$ cat src/rtl/codec_config_sequencer_if.sv
// Bus between the codec configuration sequencer and the codec I2C register
// writer. The sequencer drives word/ignition/reset; the writer returns its
// finish flag and the three ACK bits of the transaction.
interface codec_config_sequencer_if;
    logic [15:0] i2c_word;
    logic        i2c_ignition;
    logic        i2c_rst_n;
    logic        i2c_finish;
    logic [2:0]  i2c_ack;

    modport master (
        output i2c_word, i2c_ignition, i2c_rst_n,
        input  i2c_finish, i2c_ack
    );

    modport slave (
        input  i2c_word, i2c_ignition, i2c_rst_n,
        output i2c_finish, i2c_ack
    );
endinterface

$ cat src/rtl/codec_config_sequencer.sv
// Codec configuration sequencer: walks the fixed codec register table,
// drives the I2C writer one word per transaction, checks ACKs, retries
// failed words and reports done/error.
// Optional feature macro: CODEC_CFG_VOLUME_EN (runtime headphone volume,
// re-sends table entries 3 and 4 after bring-up).
module codec_config_sequencer #(
    parameter int unsigned NUM_WORDS      = 11,
    parameter int unsigned GAP_CYCLES     = 50000,
    parameter int unsigned STOP_HOLD      = 20000,
    parameter int unsigned TIMEOUT_CYCLES = 1000000,
    parameter int unsigned MAX_RETRIES    = 3
) (
    input  logic                      clk,
    input  logic                      reset,
    input  logic                      start,
    codec_config_sequencer_if.master  bus,
    output logic                      busy,
    output logic                      done,
    output logic                      error,
    output logic [3:0]                cfg_index,
    output logic [7:0]                fail_count
`ifdef CODEC_CFG_VOLUME_EN
    ,
    input  logic [6:0]                hp_vol,
    input  logic                      vol_update
`endif
);

    localparam int unsigned MAX_GH = (GAP_CYCLES > STOP_HOLD) ? GAP_CYCLES : STOP_HOLD;
    localparam int unsigned MAX_C  = (TIMEOUT_CYCLES > MAX_GH) ? TIMEOUT_CYCLES : MAX_GH;
    localparam int CNT_W = $clog2(MAX_C) + 1;
    localparam int RET_W = $clog2(MAX_RETRIES) + 1;

    localparam logic [CNT_W-1:0] GAP_LAST  = CNT_W'(GAP_CYCLES - 1);
    localparam logic [CNT_W-1:0] HOLD_LAST = CNT_W'(STOP_HOLD - 1);
    localparam logic [CNT_W-1:0] TO_LAST   = CNT_W'(TIMEOUT_CYCLES - 1);
    localparam logic [RET_W-1:0] RET_LAST  = RET_W'(MAX_RETRIES - 1);
    localparam logic [3:0]       IDX_LAST  = 4'(NUM_WORDS - 1);
    localparam logic [3:0]       IDX_END   = 4'(NUM_WORDS);

    typedef enum logic [2:0] {
        S_IDLE, S_GAP, S_SEND, S_HOLD, S_CHECK, S_FAIL, S_DONE, S_ERROR
    } state_t;

    state_t            state;
    logic [CNT_W-1:0]  cnt;
    logic [RET_W-1:0]  retry;
    logic              fin_q;
    logic [2:0]        ack_q;
    logic [6:0]        vol_cur;
    logic              upd;      // running the volume-only pass (entries 3/4)

    // Register table; entries 3/4 carry the headphone volume field.
    function automatic logic [15:0] word_at(input logic [3:0] idx, input logic [6:0] vol);
        case (idx)
            4'd0:    word_at = 16'h1E00;
            4'd1:    word_at = 16'h0017;
            4'd2:    word_at = 16'h0217;
            4'd3:    word_at = {7'h02, 2'b00, vol};
            4'd4:    word_at = {7'h03, 2'b00, vol};
            4'd5:    word_at = 16'h0812;
            4'd6:    word_at = 16'h0A00;
            4'd7:    word_at = 16'h0C00;
            4'd8:    word_at = 16'h0E02;
            4'd9:    word_at = 16'h1000;
            4'd10:   word_at = 16'h1201;
            default: word_at = 16'h0000;
        endcase
    endfunction

`ifdef CODEC_CFG_VOLUME_EN
    logic [6:0] hp_vol_reg;
    logic       vol_pend;
    assign vol_cur = hp_vol_reg;
`else
    assign vol_cur = 7'h79;
`endif

    // Sequencer FSM with all outputs registered.
    always_ff @(posedge clk) begin
        if (!reset) begin
            state            <= S_IDLE;
            cnt              <= '0;
            retry            <= '0;
            fin_q            <= 1'b1;
            ack_q            <= 3'b000;
            upd              <= 1'b0;
            bus.i2c_word     <= 16'h1E00;
            bus.i2c_ignition <= 1'b0;
            bus.i2c_rst_n    <= 1'b0;
            busy             <= 1'b0;
            done             <= 1'b0;
            error            <= 1'b0;
            cfg_index        <= 4'd0;
            fail_count       <= 8'd0;
`ifdef CODEC_CFG_VOLUME_EN
            hp_vol_reg       <= 7'h79;
            vol_pend         <= 1'b0;
`endif
        end else begin
            fin_q <= bus.i2c_finish;
            case (state)
                S_IDLE, S_DONE, S_ERROR: begin
                    if (start) begin
                        state        <= S_GAP;
                        cnt          <= '0;
                        retry        <= '0;
                        upd          <= 1'b0;
                        cfg_index    <= 4'd0;
                        fail_count   <= 8'd0;
                        bus.i2c_word <= word_at(4'd0, vol_cur);
                        busy         <= 1'b1;
                        done         <= 1'b0;
                        error        <= 1'b0;
`ifdef CODEC_CFG_VOLUME_EN
                        vol_pend     <= 1'b0;
                    end else if (state == S_DONE && vol_pend) begin
                        // volume-only pass; done stays high throughout
                        state        <= S_GAP;
                        cnt          <= '0;
                        retry        <= '0;
                        upd          <= 1'b1;
                        vol_pend     <= 1'b0;
                        cfg_index    <= 4'd3;
                        bus.i2c_word <= word_at(4'd3, vol_cur);
                        busy         <= 1'b1;
`endif
                    end
                end
                S_GAP: begin
                    // a finish level left over from the last transaction must not look like an edge
                    fin_q <= 1'b1;
                    if (cnt == GAP_LAST) begin
                        state            <= S_SEND;
                        cnt              <= '0;
                        bus.i2c_rst_n    <= 1'b1;
                        bus.i2c_ignition <= 1'b1;
                    end else begin
                        cnt <= cnt + 1'b1;
                    end
                end
                S_SEND: begin
                    if (bus.i2c_finish && !fin_q) begin
                        state <= S_HOLD;
                        cnt   <= '0;
                    end else if (cnt == TO_LAST) begin
                        state            <= S_FAIL;
                        cnt              <= '0;
                        bus.i2c_rst_n    <= 1'b0;
                        bus.i2c_ignition <= 1'b0;
                    end else begin
                        cnt <= cnt + 1'b1;
                    end
                end
                S_HOLD: begin
                    if (cnt == HOLD_LAST) begin
                        state            <= S_CHECK;
                        cnt              <= '0;
                        ack_q            <= bus.i2c_ack;
                        bus.i2c_rst_n    <= 1'b0;
                        bus.i2c_ignition <= 1'b0;
                    end else begin
                        cnt <= cnt + 1'b1;
                    end
                end
                S_CHECK: begin
                    cnt <= '0;
                    if (ack_q == 3'b111) begin
                        retry <= '0;
                        if (upd ? (cfg_index == 4'd4) : (cfg_index == IDX_LAST)) begin
                            state     <= S_DONE;
                            cfg_index <= IDX_END;
                            upd       <= 1'b0;
                            busy      <= 1'b0;
                            done      <= 1'b1;
                        end else begin
                            state        <= S_GAP;
                            cfg_index    <= cfg_index + 4'd1;
                            bus.i2c_word <= word_at(cfg_index + 4'd1, vol_cur);
                        end
                    end else begin
                        state <= S_FAIL;
                    end
                end
                S_FAIL: begin
                    cnt   <= '0;
                    retry <= retry + 1'b1;
                    if (fail_count != 8'hFF)
                        fail_count <= fail_count + 8'd1;
                    if (retry == RET_LAST) begin
                        state <= S_ERROR;
                        upd   <= 1'b0;
                        busy  <= 1'b0;
                        done  <= 1'b0;
                        error <= 1'b1;
                    end else begin
                        state <= S_GAP;
                    end
                end
                default: state <= S_IDLE;
            endcase
`ifdef CODEC_CFG_VOLUME_EN
            // latch always; only queue a re-send when the codec is or will be configured
            if (vol_update) begin
                hp_vol_reg <= hp_vol;
                if (state != S_IDLE && state != S_ERROR)
                    vol_pend <= 1'b1;
            end
`endif
        end
    end

endmodule

$ cat src/flat_wrapper.sv
// flat-port wrapper written by rule: the top's interface ports become plain ports
module codec_config_sequencer_flat 
#(
    parameter int unsigned NUM_WORDS      = 11,
    parameter int unsigned GAP_CYCLES     = 50000,
    parameter int unsigned STOP_HOLD      = 20000,
    parameter int unsigned TIMEOUT_CYCLES = 1000000,
    parameter int unsigned MAX_RETRIES    = 3
)
  (clk, reset, start, busy, done, error, cfg_index, fail_count, bus_i2c_word, bus_i2c_ignition, bus_i2c_rst_n, bus_i2c_finish, bus_i2c_ack);
  codec_config_sequencer_if bus_i ();
  input  logic clk;
  input  logic reset;
  input  logic start;
  output logic busy;
  output logic done;
  output logic error;
  output logic [3:0] cfg_index;
  output logic [7:0] fail_count;
  output wire logic [$bits(bus_i.i2c_word)-1:0] bus_i2c_word;
  output wire logic [$bits(bus_i.i2c_ignition)-1:0] bus_i2c_ignition;
  output wire logic [$bits(bus_i.i2c_rst_n)-1:0] bus_i2c_rst_n;
  input wire logic [$bits(bus_i.i2c_finish)-1:0] bus_i2c_finish;
  input wire logic [$bits(bus_i.i2c_ack)-1:0] bus_i2c_ack;
  assign bus_i2c_word = bus_i.i2c_word;
  assign bus_i2c_ignition = bus_i.i2c_ignition;
  assign bus_i2c_rst_n = bus_i.i2c_rst_n;
  assign bus_i.i2c_finish = bus_i2c_finish;
  assign bus_i.i2c_ack = bus_i2c_ack;
  codec_config_sequencer #(.NUM_WORDS(NUM_WORDS), .GAP_CYCLES(GAP_CYCLES), .STOP_HOLD(STOP_HOLD), .TIMEOUT_CYCLES(TIMEOUT_CYCLES), .MAX_RETRIES(MAX_RETRIES)) u_core (.clk(clk), .reset(reset), .start(start), .bus(bus_i), .busy(busy), .done(done), .error(error), .cfg_index(cfg_index), .fail_count(fail_count));
endmodule
$ cat config.mk
export PLATFORM = sky130hd
export DESIGN_NAME = codec_config_sequencer_flat
export DESIGN_NICKNAME = d
export VERILOG_FILES = /design/src/rtl/codec_config_sequencer_if.sv /design/src/rtl/codec_config_sequencer.sv /design/src/flat_wrapper.sv
export SDC_FILE = /design/constraint.sdc
export NUM_CORES = 1
export LEC_CHECK = 0
export CAP_MARGIN = 40
export CORE_UTILIZATION = 30
export DETAILED_ROUTE_END_ITERATION = 16
export PLACE_DENSITY_LB_ADDON = 0.3
export SLEW_MARGIN = 5
export SYNTH_ARGS = -nofsm -noshare
export SYNTH_HDL_FRONTEND = slang
export SYNTH_SLANG_ARGS = --single-unit
$ cat constraint.sdc
create_clock -name clk -period 3.75 [get_ports clk]
set_input_delay 0.375 -clock clk [delete_from_list [all_inputs] [get_ports clk]]
set_output_delay 0.375 -clock clk [all_outputs]
set_load 0.03 [all_outputs]
==> impl_table.tex <==
\begin{tabular}{lr}
\hline
Metric & Value \\
\hline
\multicolumn{2}{l}{\textbf{Run status}} \\
\quad Run status & completed \\
\multicolumn{2}{l}{\textbf{Timing}} \\
\quad Worst Slack Setup Final & roughly 1.3 ns \\
\quad Worst slew slack as a fraction of its limit & 0.482 \\
\quad RSZ-0062 raised after global routing & false \\
\quad Tightest Pin Transition & 0.775 ns \\
\quad Final period utilization & 0.646 \\
\quad Setup violation total in the final timing report & 0 \\
\quad Worst setup skew after layout & approximately 0.0084 ns \\
\quad Number of hold violations in the final report & 0 \\
\quad Total count of max-transition violations in the final report & 0 \\
\quad Aggregate negative setup slack & 0 ns \\
\quad Post-layout minimum cycle time & $\sim$2.4 ns \\
\quad Fin Hold WS & roughly 0.48 ns \\
\quad Max Fclk & a little over 400 MHz \\
\multicolumn{2}{l}{\textbf{Logic synthesis}} \\
\quad Yosys warning count & 0 \\
\quad Leading post-synthesis cells by cell area & sky130\_fd\_sc\_hd\_\_dfxtp\_1 35\%, sky130\_fd\_sc\_hd\_\_nor2\_1 6.6\%, sky130\_fd\_sc\_hd\_\_nand3\_1 5.7\% \\
\quad Post-synthesis average cell area & approximately 8 um\^{}2 \\
\quad Cell area after technology mapping & 0.00324 mm\^{}2 \\
\quad Gate count of the mapped netlist & approximately 420 \\
\quad Most instantiated flip-flop cell in the synthesis netlist & sky130\_fd\_sc\_hd\_\_dfxtp\_1 \\
\quad Post-synth top area cell & sky130\_fd\_sc\_hd\_\_dfxtp\_1 \\
\quad Synth Register Bits & 56 \\
\quad Top-count cell post-synth & sky130\_fd\_sc\_hd\_\_nor2\_1 \\
\quad Sequential fraction of the synthesis area & 0.346 \\
\quad Post-synth EDFFs & 0 \\
\quad Unique masters post-synth & 65 \\
\quad Most frequent cells after synthesis & 57 x sky130\_fd\_sc\_hd\_\_nor2\_1, 56 x sky130\_fd\_sc\_hd\_\_dfxtp\_1, 46 x sky130\_fd\_sc\_hd\_\_nand2\_1, 37 x sky130\_fd\_sc\_hd\_\_nand3\_1, 25 x sky130\_fd\_sc\_hd\_\_nand4\_1 \\
\quad Proportion of netlist area held by the largest area contributor & 0.346 \\
\quad Fraction of registers with async set or reset after synthesis & 0 \\
\multicolumn{2}{l}{\textbf{Placement}} \\
\quad Total half-perimeter wirelength after legalization and detailed placement & roughly 5500 um \\
\quad IO buf count & 34 \\
\quad Instance count after placement with tap cells included & approximately 560 \\
\quad Worst setup slack before clock tree synthesis & 1.33 ns \\
\quad Placed Instance Area & approximately 0.0036 mm\^{}2 \\
\quad Routability congestion estimate from global placement & 0.824 \\
\multicolumn{2}{l}{\textbf{Critical path}} \\
\quad Type of the worst setup path & reg2reg \\
\quad Biggest fanout along the worst timing path & 15 \\
\quad Critical Path Max Stage Delay & 0.61 ns \\
\quad Element type at the critical path start & flop \\
\quad Crit path launch & u\_core.state[2] \\
\quad Kind of cell with the highest combined delay on the critical path & simple AND/OR/NAND/NOR gates \\
\quad Critical path required time & around 4 ns \\
\quad Worst path cell trace & or3b\_1 -> nor3\_4 -> a21oi\_1 -> a2111oi\_0 -> o21ai\_1 \\
\quad Buffers plus inverters on the worst setup path & 0 \\
\quad Origin of the critical flop-to-flop path & u\_core.state[2] \\
\quad Critical-path top delay cell & sky130\_fd\_sc\_hd\_\_dfxtp\_1 \\
\quad Critical Path End Type & flop \\
\quad Worst path arrival time & $\sim$2.6 ns \\
\multicolumn{2}{l}{\textbf{Die}} \\
\quad \# rows & 37 \\
\quad DIE AREA & roughly 0.011 mm\^{}2 \\
\quad Core ar. & between 0.01 and 0.015 mm\^{}2 \\
\quad I/O Pins & 40 \\
\quad Die Ht & $\sim$110 um \\
\quad Initial cell density of the core & 0.311 \\
\quad X dimension of the die & about 110 um \\
\multicolumn{2}{l}{\textbf{Cells and area}} \\
\quad Reg area & around 0.0011 mm\^{}2 \\
\quad Fin nets & between 400 and 500 \\
\quad Finished Core Util & 0.356 \\
\quad Diodes inserted & 0 \\
\quad Multi-input logic area & between 0.0015 and 0.002 mm\^{}2 \\
\quad Syn-to-layout area delta & 14.5\% \\
\quad Post-layout instance count excluding filler cells & between 500 and 600 \\
\quad Number of fill cells & 1,104 \\
\quad Final instance area & around 0.0037 mm\^{}2 \\
\quad Fraction of final layout cells with drive strength greater than 1 & 0.0667 \\
\multicolumn{2}{l}{\textbf{Drt}} \\
\quad Total routed wirelength & around 7800 um \\
\quad Post-DRT Antenna Nets & 0 \\
\quad Violation count after the first detailed-routing iteration & approximately 250 \\
\quad DRC Markers & 0 \\
\quad Vias/cell & 5.27 \\
\quad Average wire per standard cell & around 14 um \\
\quad Router iterations before antenna repair & 4 \\
\quad Total number of vias & about 3,000 \\
\multicolumn{2}{l}{\textbf{Clocking}} \\
\quad Number of sinks handled by clock tree synthesis & 56 \\
\quad Hold buffer count at CTS & 0 \\
\quad Count of instances resized after the clock tree is built & 0 \\
\quad TritonCTS Buffers & 5 \\
\quad Post-CTS Setup Bufs & 0 \\
\quad H-tree depth & 2 \\
\quad Clk Tree Root Cell & sky130\_fd\_sc\_hd\_\_clkbuf\_8 \\
\quad Clock buffer depth & 2 \\
\quad Insertion delay to the later sink of the worst-skew pair & 0.31 ns \\
\quad TritonCTS clock tree & built \\
\quad Clock edge transition at the registers on the reported setup and hold paths & about 0.10 ns \\
\multicolumn{2}{l}{\textbf{Worst hold path}} \\
\quad Startpoint of the worst hold path & u\_core.busy \\
\quad Class of the tightest hold or removal check & reg2reg \\
\multicolumn{2}{l}{\textbf{Global routing}} \\
\quad Number of antenna violations at the first check in global routing & 0 \\
\quad Number of global-route vias before repair & $\sim$2,700 \\
\quad Global-route usage over all layers & 0.145 \\
\quad Wire length of the first global-routing pass & around 13,000 um \\
\quad Maximum number of pins on one net before global-route repair & 43 \\
\quad Total congestion overflow & 0 \\
\multicolumn{2}{l}{\textbf{Pwr}} \\
\quad Leak Pwr & roughly 1.3 nW \\
\quad Maximum vdd drop & $\sim$0.00021 V \\
\quad Ratio of total power to cell area & 399 mW/mm\^{}2 \\
\quad Pwr Total & approximately 1.5 mW \\
\multicolumn{2}{l}{\textbf{Flow run}} \\
\quad Number of maximum-capacitance violations & 0 \\
\hline
\end{tabular}
==> sequential cells by signal (all words and copies together) (netlist names) <==
signal / flops
u_core.busy: 1
u_core.cnt: 21
u_core.ack_q: 3
u_core.fail_count: 8
u_core.error: 1
u_core.done: 1
u_core.cfg_index: 4
u_core.fin_q: 1
u_core.retry: 3
u_core.state: 3
u_core.bus.i2c_rst_n: 1
u_core.bus.i2c_word: 9
==> worst register-to-register path, cell delays in order, from the launching register on <==
cell and delay (ns):
sky130_fd_sc_hd__dfxtp_1 0.61, sky130_fd_sc_hd__or3b_1 0.57, sky130_fd_sc_hd__nor3_4 0.32, sky130_fd_sc_hd__a21oi_1 0.22, sky130_fd_sc_hd__a2111oi_0 0.48, sky130_fd_sc_hd__o21ai_1 0.10
==> layer usage <==
| metal | track usage | vias up | wire, um |
|---|---|---|---|
| met3 | 0.0251 | 6 | 341 |
| met4 | 0.0536 | 0 | 95 |
| li1 | - | 1522 | - |
| met1 | 0.197 | 1411 | 3780 |
| met2 | 0.228 | 70 | 3590 |
| met5 | 0 | - | 0 |
==> cell usage in the layout (no fill, tap or decap), types with 5 or more instances in the layout <==
| master | n |
|---|---|
| sky130_fd_sc_hd__inv_1 | 11 |
| sky130_fd_sc_hd__o21ai_0 | 14 |
| sky130_fd_sc_hd__ha_1 | 9 |
| sky130_fd_sc_hd__dfxtp_1 | 56 |
| sky130_fd_sc_hd__nor2_1 | 57 |
| sky130_fd_sc_hd__nand3_1 | 37 |
| sky130_fd_sc_hd__nand2_1 | 46 |
| sky130_fd_sc_hd__clkdlybuf4s50_1 | 34 |
| sky130_fd_sc_hd__a21oi_1 | 17 |
| sky130_fd_sc_hd__clkbuf_8 | 6 |
| sky130_fd_sc_hd__nand4_1 | 25 |
| sky130_fd_sc_hd__mux2i_1 | 8 |
| sky130_fd_sc_hd__and3_1 | 9 |
| sky130_fd_sc_hd__nand2b_1 | 6 |
| sky130_fd_sc_hd__nor3_1 | 7 |
| sky130_fd_sc_hd__conb_1 | 5 |
| sky130_fd_sc_hd__nand3b_1 | 5 |
| sky130_fd_sc_hd__xor2_1 | 8 |
==> logic make-up (layout without fill, tap and decap cells) <==
| group | after synthesis | in the layout | synth area share |
|---|---|---|---|
| AO/OA/AOI/OAI | 69 | 69 | 0.145 |
| XOR/XNOR | 11 | 11 | 0.0297 |
| adder cells (fa/ha/maj) | 9 | 9 | 0.0347 |
| buffers and inverters | 41 | 56 | 0.0648 |
| flip-flops | 56 | 56 | 0.346 |
| multiplexers | 8 | 8 | 0.0247 |
| other | 1 | 5 | 0.00116 |
| AND/OR/NAND/NOR | 221 | 221 | 0.355 |
==> cell type report <==
class | count | share of cell area
multi-input combinational | 323 | 0.519
sequential | 56 | 0.302
timing repair buffer | 36 | 0.0957
tap | 136 | 0.0458
clock buffer | 7 | 0.0233
inverter | 12 | 0.0121
clock inverter | 1 | 0.00202
==> path summary, 6_finish.rpt <==
kind,endpoint,slack [ns],depth (start not counted)
hold / removal,u_core.busy,0.48,2
setup / recovery,u_core.bus.i2c_word[12],1.33,5
hold reg to reg,u_core.busy,0.48,2
setup reg to reg,u_core.bus.i2c_word[12],1.33,5
==> where the power goes <==
group          total (mW)  switching [mW]  internal, mW  leakage [nW]
Clock               0.354           0.203         0.151        0.0445
Combinational       0.454           0.299         0.155         0.820
Sequential          0.673          0.0499         0.623         0.453
(Power assumes the default switching activity.)
